$ cat src/rtl/mulu_m2q2_arb_if.sv
// Handshake bundle between two multiply requesters, the shared combinational
// multiplier and the result consumer on one side, and the arbiter on the other.
interface mulu_m2q2_arb_if #(
    parameter int X_WIDTH = 8,
    parameter int Y_WIDTH = 8,
    parameter int P_WIDTH = X_WIDTH + Y_WIDTH
);
    logic               req0;
    logic [X_WIDTH-1:0] x0;
    logic [Y_WIDTH-1:0] y0;
    logic               gnt0;
    logic               req1;
    logic [X_WIDTH-1:0] x1;
    logic [Y_WIDTH-1:0] y1;
    logic               gnt1;
    logic [X_WIDTH-1:0] mx;
    logic [Y_WIDTH-1:0] my;
    logic [P_WIDTH-1:0] mp;
    logic [P_WIDTH-1:0] p_out;
    logic               p_owner;
    logic               p_valid;
    logic               p_ready;
    logic               busy;

    // Environment side: requesters, multiplier product and result consumer.
    modport master (
        output req0, x0, y0, req1, x1, y1, mp, p_ready,
        input  gnt0, gnt1, mx, my, p_out, p_owner, p_valid, busy
    );

    // Arbiter side.
    modport slave (
        input  req0, x0, y0, req1, x1, y1, mp, p_ready,
        output gnt0, gnt1, mx, my, p_out, p_owner, p_valid, busy
    );
endinterface

$ cat src/rtl/mulu_m2q2_arb.sv
// Round-robin scheduler sharing one combinational mulu_m2q2 multiplier between
// two requesters; operands are registered, held for LATENCY cycles, then the product is captured.
module mulu_m2q2_arb #(
    parameter int X_WIDTH = 8,
    parameter int Y_WIDTH = 8,
    parameter int P_WIDTH = X_WIDTH + Y_WIDTH,
    parameter int LATENCY = 1
) (
    input  logic            clk,
    input  logic            rst_n,
    mulu_m2q2_arb_if.slave  bus
);
    typedef enum logic [1:0] {
        ST_IDLE = 2'd0,
        ST_CALC = 2'd1,
        ST_DONE = 2'd2
    } state_t;

    localparam logic [3:0] CNT_LOAD = 4'(LATENCY - 1);

    state_t             state_r;
    state_t             state_nxt_s;
    logic [3:0]         cnt_r;
    logic [3:0]         cnt_nxt_s;
    logic               last_r;
    logic               last_nxt_s;
    logic               gnt0_r;
    logic               gnt0_nxt_s;
    logic               gnt1_r;
    logic               gnt1_nxt_s;
    logic [X_WIDTH-1:0] mx_r;
    logic [X_WIDTH-1:0] mx_nxt_s;
    logic [Y_WIDTH-1:0] my_r;
    logic [Y_WIDTH-1:0] my_nxt_s;
    logic [P_WIDTH-1:0] p_out_r;
    logic [P_WIDTH-1:0] p_out_nxt_s;
    logic               p_owner_r;
    logic               p_owner_nxt_s;
    logic               p_valid_r;
    logic               p_valid_nxt_s;
    logic               busy_r;
    logic               any_req_s;
    logic               win_s;

    // Winner selection: a lone requester wins, a tie goes to the one not served last.
    always_comb begin
        any_req_s = bus.req0 | bus.req1;
        if (bus.req0 && bus.req1) begin
            win_s = ~last_r;
        end else if (bus.req1) begin
            win_s = 1'b1;
        end else begin
            win_s = 1'b0;
        end
    end

    // State register.
    always_ff @(posedge clk or negedge rst_n) begin
        if (!rst_n) begin
            state_r <= ST_IDLE;
        end else begin
            state_r <= state_nxt_s;
        end
    end

    // Next-state logic.
    always_comb begin
        state_nxt_s = state_r;
        case (state_r)
            ST_IDLE: begin
                if (any_req_s) begin
                    state_nxt_s = ST_CALC;
                end else begin
                    state_nxt_s = ST_IDLE;
                end
            end
            ST_CALC: begin
                if (cnt_r == 4'd0) begin
                    state_nxt_s = ST_DONE;
                end else begin
                    state_nxt_s = ST_CALC;
                end
            end
            ST_DONE: begin
                if (bus.p_ready) begin
                    state_nxt_s = ST_IDLE;
                end else begin
                    state_nxt_s = ST_DONE;
                end
            end
            default: begin
                state_nxt_s = ST_IDLE;
            end
        endcase
    end

    // Output/datapath next values; everything holds unless the state acts on it.
    always_comb begin
        cnt_nxt_s     = cnt_r;
        last_nxt_s    = last_r;
        gnt0_nxt_s    = 1'b0;
        gnt1_nxt_s    = 1'b0;
        mx_nxt_s      = mx_r;
        my_nxt_s      = my_r;
        p_out_nxt_s   = p_out_r;
        p_owner_nxt_s = p_owner_r;
        p_valid_nxt_s = p_valid_r;
        case (state_r)
            ST_IDLE: begin
                if (any_req_s) begin
                    if (win_s) begin
                        mx_nxt_s   = bus.x1;
                        my_nxt_s   = bus.y1;
                        gnt1_nxt_s = 1'b1;
                    end else begin
                        mx_nxt_s   = bus.x0;
                        my_nxt_s   = bus.y0;
                        gnt0_nxt_s = 1'b1;
                    end
                    p_owner_nxt_s = win_s;
                    cnt_nxt_s     = CNT_LOAD;
                end else begin
                    cnt_nxt_s = cnt_r;
                end
            end
            ST_CALC: begin
                if (cnt_r == 4'd0) begin
                    p_out_nxt_s   = bus.mp;
                    p_valid_nxt_s = 1'b1;
                end else begin
                    cnt_nxt_s = cnt_r - 4'd1;
                end
            end
            ST_DONE: begin
                if (bus.p_ready) begin
                    p_valid_nxt_s = 1'b0;
                    last_nxt_s    = p_owner_r;
                end else begin
                    p_valid_nxt_s = 1'b1;
                end
            end
            default: begin
                p_valid_nxt_s = 1'b0;
            end
        endcase
    end

    // Registered outputs and datapath; last resets to 1 so requester 0 wins the first tie.
    always_ff @(posedge clk or negedge rst_n) begin
        if (!rst_n) begin
            cnt_r     <= 4'd0;
            last_r    <= 1'b1;
            gnt0_r    <= 1'b0;
            gnt1_r    <= 1'b0;
            mx_r      <= '0;
            my_r      <= '0;
            p_out_r   <= '0;
            p_owner_r <= 1'b0;
            p_valid_r <= 1'b0;
            busy_r    <= 1'b0;
        end else begin
            cnt_r     <= cnt_nxt_s;
            last_r    <= last_nxt_s;
            gnt0_r    <= gnt0_nxt_s;
            gnt1_r    <= gnt1_nxt_s;
            mx_r      <= mx_nxt_s;
            my_r      <= my_nxt_s;
            p_out_r   <= p_out_nxt_s;
            p_owner_r <= p_owner_nxt_s;
            p_valid_r <= p_valid_nxt_s;
            busy_r    <= (state_nxt_s != ST_IDLE);
        end
    end

    assign bus.gnt0    = gnt0_r;
    assign bus.gnt1    = gnt1_r;
    assign bus.mx      = mx_r;
    assign bus.my      = my_r;
    assign bus.p_out   = p_out_r;
    assign bus.p_owner = p_owner_r;
    assign bus.p_valid = p_valid_r;
    assign bus.busy    = busy_r;

    mulu_m2q2_arb_chk u_chk (
        .clk     (clk),
        .rst_n   (rst_n),
        .gnt0    (gnt0_r),
        .gnt1    (gnt1_r),
        .p_valid (p_valid_r),
        .busy    (busy_r)
    );
endmodule

// Protocol properties of the arbiter outputs.
module mulu_m2q2_arb_chk (
    input logic clk,
    input logic rst_n,
    input logic gnt0,
    input logic gnt1,
    input logic p_valid,
    input logic busy
);
    a_gnt_exclusive: assert property (@(posedge clk) disable iff (!rst_n)
        !(gnt0 && gnt1));
    a_gnt_pulse: assert property (@(posedge clk) disable iff (!rst_n)
        (gnt0 || gnt1) |=> !(gnt0 || gnt1));
    a_valid_busy: assert property (@(posedge clk) disable iff (!rst_n)
        p_valid |-> busy);
endmodule
$ cat src/flat_wrapper.sv
// flat-port wrapper written by rule: the top's interface ports become plain ports
module mulu_m2q2_arb_flat 
#(
    parameter int X_WIDTH = 8,
    parameter int Y_WIDTH = 8,
    parameter int P_WIDTH = X_WIDTH + Y_WIDTH,
    parameter int LATENCY = 1
)
  (clk, rst_n, bus_req0, bus_x0, bus_y0, bus_req1, bus_x1, bus_y1, bus_mp, bus_p_ready, bus_gnt0, bus_gnt1, bus_mx, bus_my, bus_p_out, bus_p_owner, bus_p_valid, bus_busy);
  mulu_m2q2_arb_if #(.X_WIDTH(X_WIDTH), .Y_WIDTH(Y_WIDTH), .P_WIDTH(P_WIDTH)) bus_i ();
  input  logic clk;
  input  logic rst_n;
  input wire logic [$bits(bus_i.req0)-1:0] bus_req0;
  input wire logic [$bits(bus_i.x0)-1:0] bus_x0;
  input wire logic [$bits(bus_i.y0)-1:0] bus_y0;
  input wire logic [$bits(bus_i.req1)-1:0] bus_req1;
  input wire logic [$bits(bus_i.x1)-1:0] bus_x1;
  input wire logic [$bits(bus_i.y1)-1:0] bus_y1;
  input wire logic [$bits(bus_i.mp)-1:0] bus_mp;
  input wire logic [$bits(bus_i.p_ready)-1:0] bus_p_ready;
  output wire logic [$bits(bus_i.gnt0)-1:0] bus_gnt0;
  output wire logic [$bits(bus_i.gnt1)-1:0] bus_gnt1;
  output wire logic [$bits(bus_i.mx)-1:0] bus_mx;
  output wire logic [$bits(bus_i.my)-1:0] bus_my;
  output wire logic [$bits(bus_i.p_out)-1:0] bus_p_out;
  output wire logic [$bits(bus_i.p_owner)-1:0] bus_p_owner;
  output wire logic [$bits(bus_i.p_valid)-1:0] bus_p_valid;
  output wire logic [$bits(bus_i.busy)-1:0] bus_busy;
  assign bus_i.req0 = bus_req0;
  assign bus_i.x0 = bus_x0;
  assign bus_i.y0 = bus_y0;
  assign bus_i.req1 = bus_req1;
  assign bus_i.x1 = bus_x1;
  assign bus_i.y1 = bus_y1;
  assign bus_i.mp = bus_mp;
  assign bus_i.p_ready = bus_p_ready;
  assign bus_gnt0 = bus_i.gnt0;
  assign bus_gnt1 = bus_i.gnt1;
  assign bus_mx = bus_i.mx;
  assign bus_my = bus_i.my;
  assign bus_p_out = bus_i.p_out;
  assign bus_p_owner = bus_i.p_owner;
  assign bus_p_valid = bus_i.p_valid;
  assign bus_busy = bus_i.busy;
  mulu_m2q2_arb #(.X_WIDTH(X_WIDTH), .Y_WIDTH(Y_WIDTH), .P_WIDTH(P_WIDTH), .LATENCY(LATENCY)) u_core (.clk(clk), .rst_n(rst_n), .bus(bus_i));
endmodule
$ cat config.mk
export PLATFORM = sky130hd
export DESIGN_NAME = mulu_m2q2_arb_flat
export DESIGN_NICKNAME = d
export VERILOG_FILES = /design/src/rtl/mulu_m2q2_arb_if.sv /design/src/rtl/mulu_m2q2_arb.sv /design/src/flat_wrapper.sv
export SDC_FILE = /design/constraint.sdc
export NUM_CORES = 1
export LEC_CHECK = 0
export CAP_MARGIN = 0
export CORE_MARGIN = 4
export CORE_UTILIZATION = 41
export DETAILED_ROUTE_END_ITERATION = 10
export GPL_TIMING_DRIVEN = 0
export PLACE_DENSITY = 0.77
export SYNTH_ARGS = -nofsm -noshare
export SYNTH_HDL_FRONTEND = slang
export SYNTH_SLANG_ARGS = --single-unit
$ cat constraint.sdc
create_clock -name clk -period 2.36 [get_ports clk]
set_clock_uncertainty 0.1 [all_clocks]
set_input_delay 0.354 -clock clk [delete_from_list [all_inputs] [get_ports clk]]
set_output_delay 0.354 -clock clk [all_outputs]
set_load 0.05 [all_outputs]
### Word-level counts from Yosys, hierarchy flattened

Index checks and enable logic that the tools add are counted.

| cells by class | value |
|---|---|
| add/sub/neg operators | 1 |
| eq/ne operators | 5 |
| mux-type cells | 20 |
| bitwise gates (word level) | 3 |
| reductions and logical operators | 10 |

Operators by type and width:

| kind | count |
|---|---|
| two-way mux 8 bit | 2 |
| two-way mux 1 bit | 11 |
| two-way mux 4 bit | 2 |
| case mux 4 bit (2 select lines) | 1 |
| AND reduction 2 bit | 4 |
| case mux 2 bit (3 select lines) | 1 |
| zero test 4 bit | 1 |
| two-way mux 2 bit | 2 |
| != test 2 x 1 -> 1 bit (second input constant) | 2 |
| nonzero test 2 bit | 2 |
| subtractor 4 x 1 -> 4 bit (second input constant) | 1 |
| case mux 1 bit (3 select lines) | 1 |
| AND reduction 3 bit | 1 |
| equality test 2 x 1 -> 1 bit (second input constant) | 1 |
| equality test 2 bit (second input constant) | 1 |
| zero test 2 bit | 1 |
| != test 2 bit (second input constant) | 1 |
| NOT 1 bit | 2 |
| logical AND 1 bit | 1 |
| bitwise OR 1 bit | 1 |

| word-level totals | value |
|---|---|
| bits in registers | 44 |
| bits of input ports | 53 |

### Depth between registers and ports, before layout

| depth | value |
|---|---|
| word-level depth | 5 |
| depth in mapped cells | 8 |
| mapped depth without buffers | 5 |

### Worst setup path after synthesis

OpenSTA, ideal clock, no wires.

| timing path | value |
|---|---|
| path type | reg2reg |
| from | register u_core.state_r[1] |
| to | register u_core.p_out_r[0], in the netlist u_core.bus.p_out[0] |
| library setup time | 0.125 ns |
| arrival time | 1.527 ns |
| setup slack | 0.608 ns |
| stages on the path, launching flop included | 8 |
| path buffers | 3 |
| cell sequence | dfrtp_1 inv_1 ha_1 buf_2 and4bb_1 buf_6 buf_6 mux2_2 |

| on the way | value |
|---|---|
| longest elaborated chain between the ends | 2 |

Ends and longest elaborated chain:

| element | line | source |
|---|---|---|
| start: declaration | mulu_m2q2_arb.sv:21 | `state_t state_r;` |
| start signal: assignment | mulu_m2q2_arb.sv:62 | `state_r <= state_nxt_s;` |
| equality test 2 x 1 -> 1 bit | mulu_m2q2_arb.sv:108 | `case (state_r)` |
| AND reduction 2 bit (no line) | n/a |  |
| end signal: assignment | mulu_m2q2_arb.sv:168 | `p_out_r <= p_out_nxt_s;` |
| end: declaration | mulu_m2q2_arb.sv:35 | `logic [P_WIDTH-1:0] p_out_r;` |

Every way passes these cells.
A chain may end at the register's enable or synchronous reset.

### Worst setup path in the final report

| timing path | value |
|---|---|
| from | register u_core.p_owner_r, in the netlist u_core.bus.p_owner |
| to | output bus_p_owner |

RTL lines:

| element | line | source |
|---|---|---|
| start: declaration | mulu_m2q2_arb.sv:37 | `logic p_owner_r;` |
| start signal: assignment | mulu_m2q2_arb.sv:169 | `p_owner_r <= p_owner_nxt_s;` |
| end: declaration | flat_wrapper.sv:26 | `output wire logic [$bits(bus_i.p_owner)-1:0] bus_p_owner;` |

No word-level cell between the ends.

==> results.ini <==
[grt]
grt_pass1_wl_um=7840
antenna_found_initial=0
grt_overflow_total=0
grtUsageTotal_pct=17.0
grt_pass1_vias=1581
grt_start_max_net_pins=30

[timing]
fin_crit_ps=1950
setup_slack_ps=412
fin_crit_sh_pct=82.5
timing.slew.headroom_pct=51.8
fmax_mhz=513
slew_violations=0
rsz0062_at_grt=false
worst_slew_pin_slew_ps=714
hold_violations=0
final-setup-viol-count=0

[place]
dp_hpwl_um=3770
dpl_worst_slack_ps=228
place_area_sq_um=2900
gp_congestion=0.759
place_inst=290
io_buffers=89

[clock_network]
clkLatencyLatePin_ps=290
path_clk_slew_ps=70
htreeDepth=2
clockBufferDepth=2
cts_tree=built
cts_buffers=5
clock-sinks=44
cts_resized=0
cts_root_buffer=clkbuf_8

[setup_path]
path_cells=clkdlybuf4s50_1
crit_required_ps=1910
critical_path.max_fanout=3
endpoint_kind=output pin
criticalPathCategory=flip-flop to output pin
slowest_delay_ps=830
cpLargestDelayFamily=buffers and inverters
critPathSlowestCell=clkdlybuf4s50_1
arrival_ps=1490
critPathBufInv=1
start_kind=flip-flop

[routing]
wl_um=4840
drtAntennaViolNets=0
post-route-drc-count=0
route.met2.wl_um=2550
dr.pass1.iters=4
met1_length_um=2070
wire_per_inst_um=16.2
drt_iter0_drc=45
met3RoutedLength_um=164
routed_via_density=5.04
top_layer_used=met4
vias=1502

[synthesis]
syn-cell-area_sq_um=1930
muxShareOfSynthArea_pct=11.5
syn_nets=206
synthCells=148
yosys.area.top_type_share_pct=55.8
synthArstFlopShare_pct=100
synth_edf_count=0
synth_compound_area_share_pct=13.3
ys_warn_count=0
yosysMostFrequentCell=dfrtp_1
syn_avg_cell_area_sq_um=13.0
yosys.area_share.simple_pct=9.81
synth_common_cells=43 x dfrtp_1, 16 x mux2_2, 15 x a221o_1, 14 x and2_1, 8 x inv_1
ys_ff_latch=44
synth_fa_ha_area_share_pct=3.25
synth_cell_type_count=31
synth_flop_cell=dfrtp_1
synth_top_area_cell=dfrtp_1
ys_top_cells_by_area=dfrtp_1 56%, mux2_2 9.4%, a221o_1 7.8%
synth_xor_area_share_pct=0
ys_seq_area_share_pct=57.2
synth_top_family_by_area=compound AO/OA/AOI/OAI gates

[layout]
drive_gt1_share_pct=13.4
syn2layout_area_growth_pct=54.9
final_cells=298
antenna-diode-count=0
final_core_util_pct=67.2
final_cell_area_sq_um=2990
fin_nets=304

[floorplan]
rows=24
die_area_sq_um=5860
die_height_um=76.6
io_pins=90
core-area_sq_um=4440
fp.dieW_um=76.6
initial_core_util_pct=43.4

[hold_path]
worstHoldPathType=flip-flop to flip-flop

[power_and_ir_drop]
p_per_area_nw_per_um2=1560
leakagePower_nw=1.28
ir_worst_vdd_v=0.000815
power.total_w=0.00466

[status]
status=completed

[run]
max-cap-violations=0

routing by layer:
| layer | up-vias | global-route usage, % |
|---|---|---|
| met4 | 0 | 6.52 |
| met5 | - | 0 |
| met1 | 745 | 20.6 |
| met2 | 29 | 29.1 |
| met3 | 4 | 4.02 |
| li1 | 724 | - |
cells by family after synthesis:
family,Yosys count
flops,44
simple gates,32
compound gates,31
mux,20
buf+inv,16
fa+ha+maj,5
placed cells by master (no fill, tap or decap), types with 2 or more instances in the layout:
cell / n
o21ai_0: 2
clkbuf_8: 5
ha_1: 5
nor2b_1: 2
and2_1: 14
buf_6: 4
o22ai_1: 2
and2_0: 2
clkdlybuf4s50_1: 88
nand2_1: 5
a21oi_1: 6
mux2_2: 16
mux2i_1: 3
nand2b_1: 2
a221o_1: 15
inv_1: 8
buf_2: 2
clkbuf_1: 3
dfrtp_1: 43
nor2_1: 3
registers in the layout, summed over array words and instances, names as in the netlist:
name / flops
u_core.bus.p_owner: 1
u_core.bus.my: 8
u_core.bus.gnt1: 1
u_core.last_r: 1
u_core.cnt_r: 4
u_core.bus.gnt0: 1
u_core.bus.mx: 8
u_core.bus.p_out: 16
u_core.state_r: 2
u_core.bus.p_valid: 1
u_core.bus.busy: 1
where the power goes:
group | switching (W) | total (W) | internal, W | leakage (nW)
Combinational | 0.00177 | 0.00292 | 0.00115 | 0.707
Sequential | 0.000178 | 0.00130 | 0.00113 | 0.534
Clock | 0.000240 | 0.000441 | 0.000201 | 0.0410
Total | 0.00218 | 0.00466 | 0.00248 | 1.28
stage by stage:
step	setup TNS, ps	hold slack (ps)
final	0	400
after global routing	0	422
after CTS	0	398
after detailed placement	0	191
after global placement	-14590	366
after floorplan	0	-41.6
area by class of cell:
| class | instances | area, sq um |
|---|---|---|
| fill | 360 | 1460 |
| sequential | 44 | 1100 |
| timing repair buffer | 91 | 916 |
| multi-input combinational | 88 | 729 |
| clock buffer | 6 | 72.6 |
| buffer | 8 | 65.1 |
| tap | 52 | 65.1 |
| inverter | 8 | 30.0 |
| clock inverter | 1 | 5.00 |
final timing paths:
path / from / to / slack, ps / depth (start not counted)
max in group asynchronous: rst_n / u_core.last_r / 1210 / 3
min: u_core.bus.p_out[14] / u_core.bus.p_out[14] / 400 / 1
min reg2reg: u_core.bus.p_out[14] / u_core.bus.p_out[14] / 400 / 1
max reg2reg: u_core.state_r[0] / u_core.bus.my[1] / 420 / 6
min in group asynchronous: rst_n / u_core.bus.p_out[15] / 410 / 2
max: u_core.bus.p_owner / bus_p_owner / 410 / 1
what timing repair did:
item | in CTS | in global routing
hold buffers | 1 | 0
setup endpoints to repair | 0 | 0
setup buffers | 0 | 0
endpoints found under the hold margin | 15 | 0
Note: power is estimated with default switching activity, not from simulation.
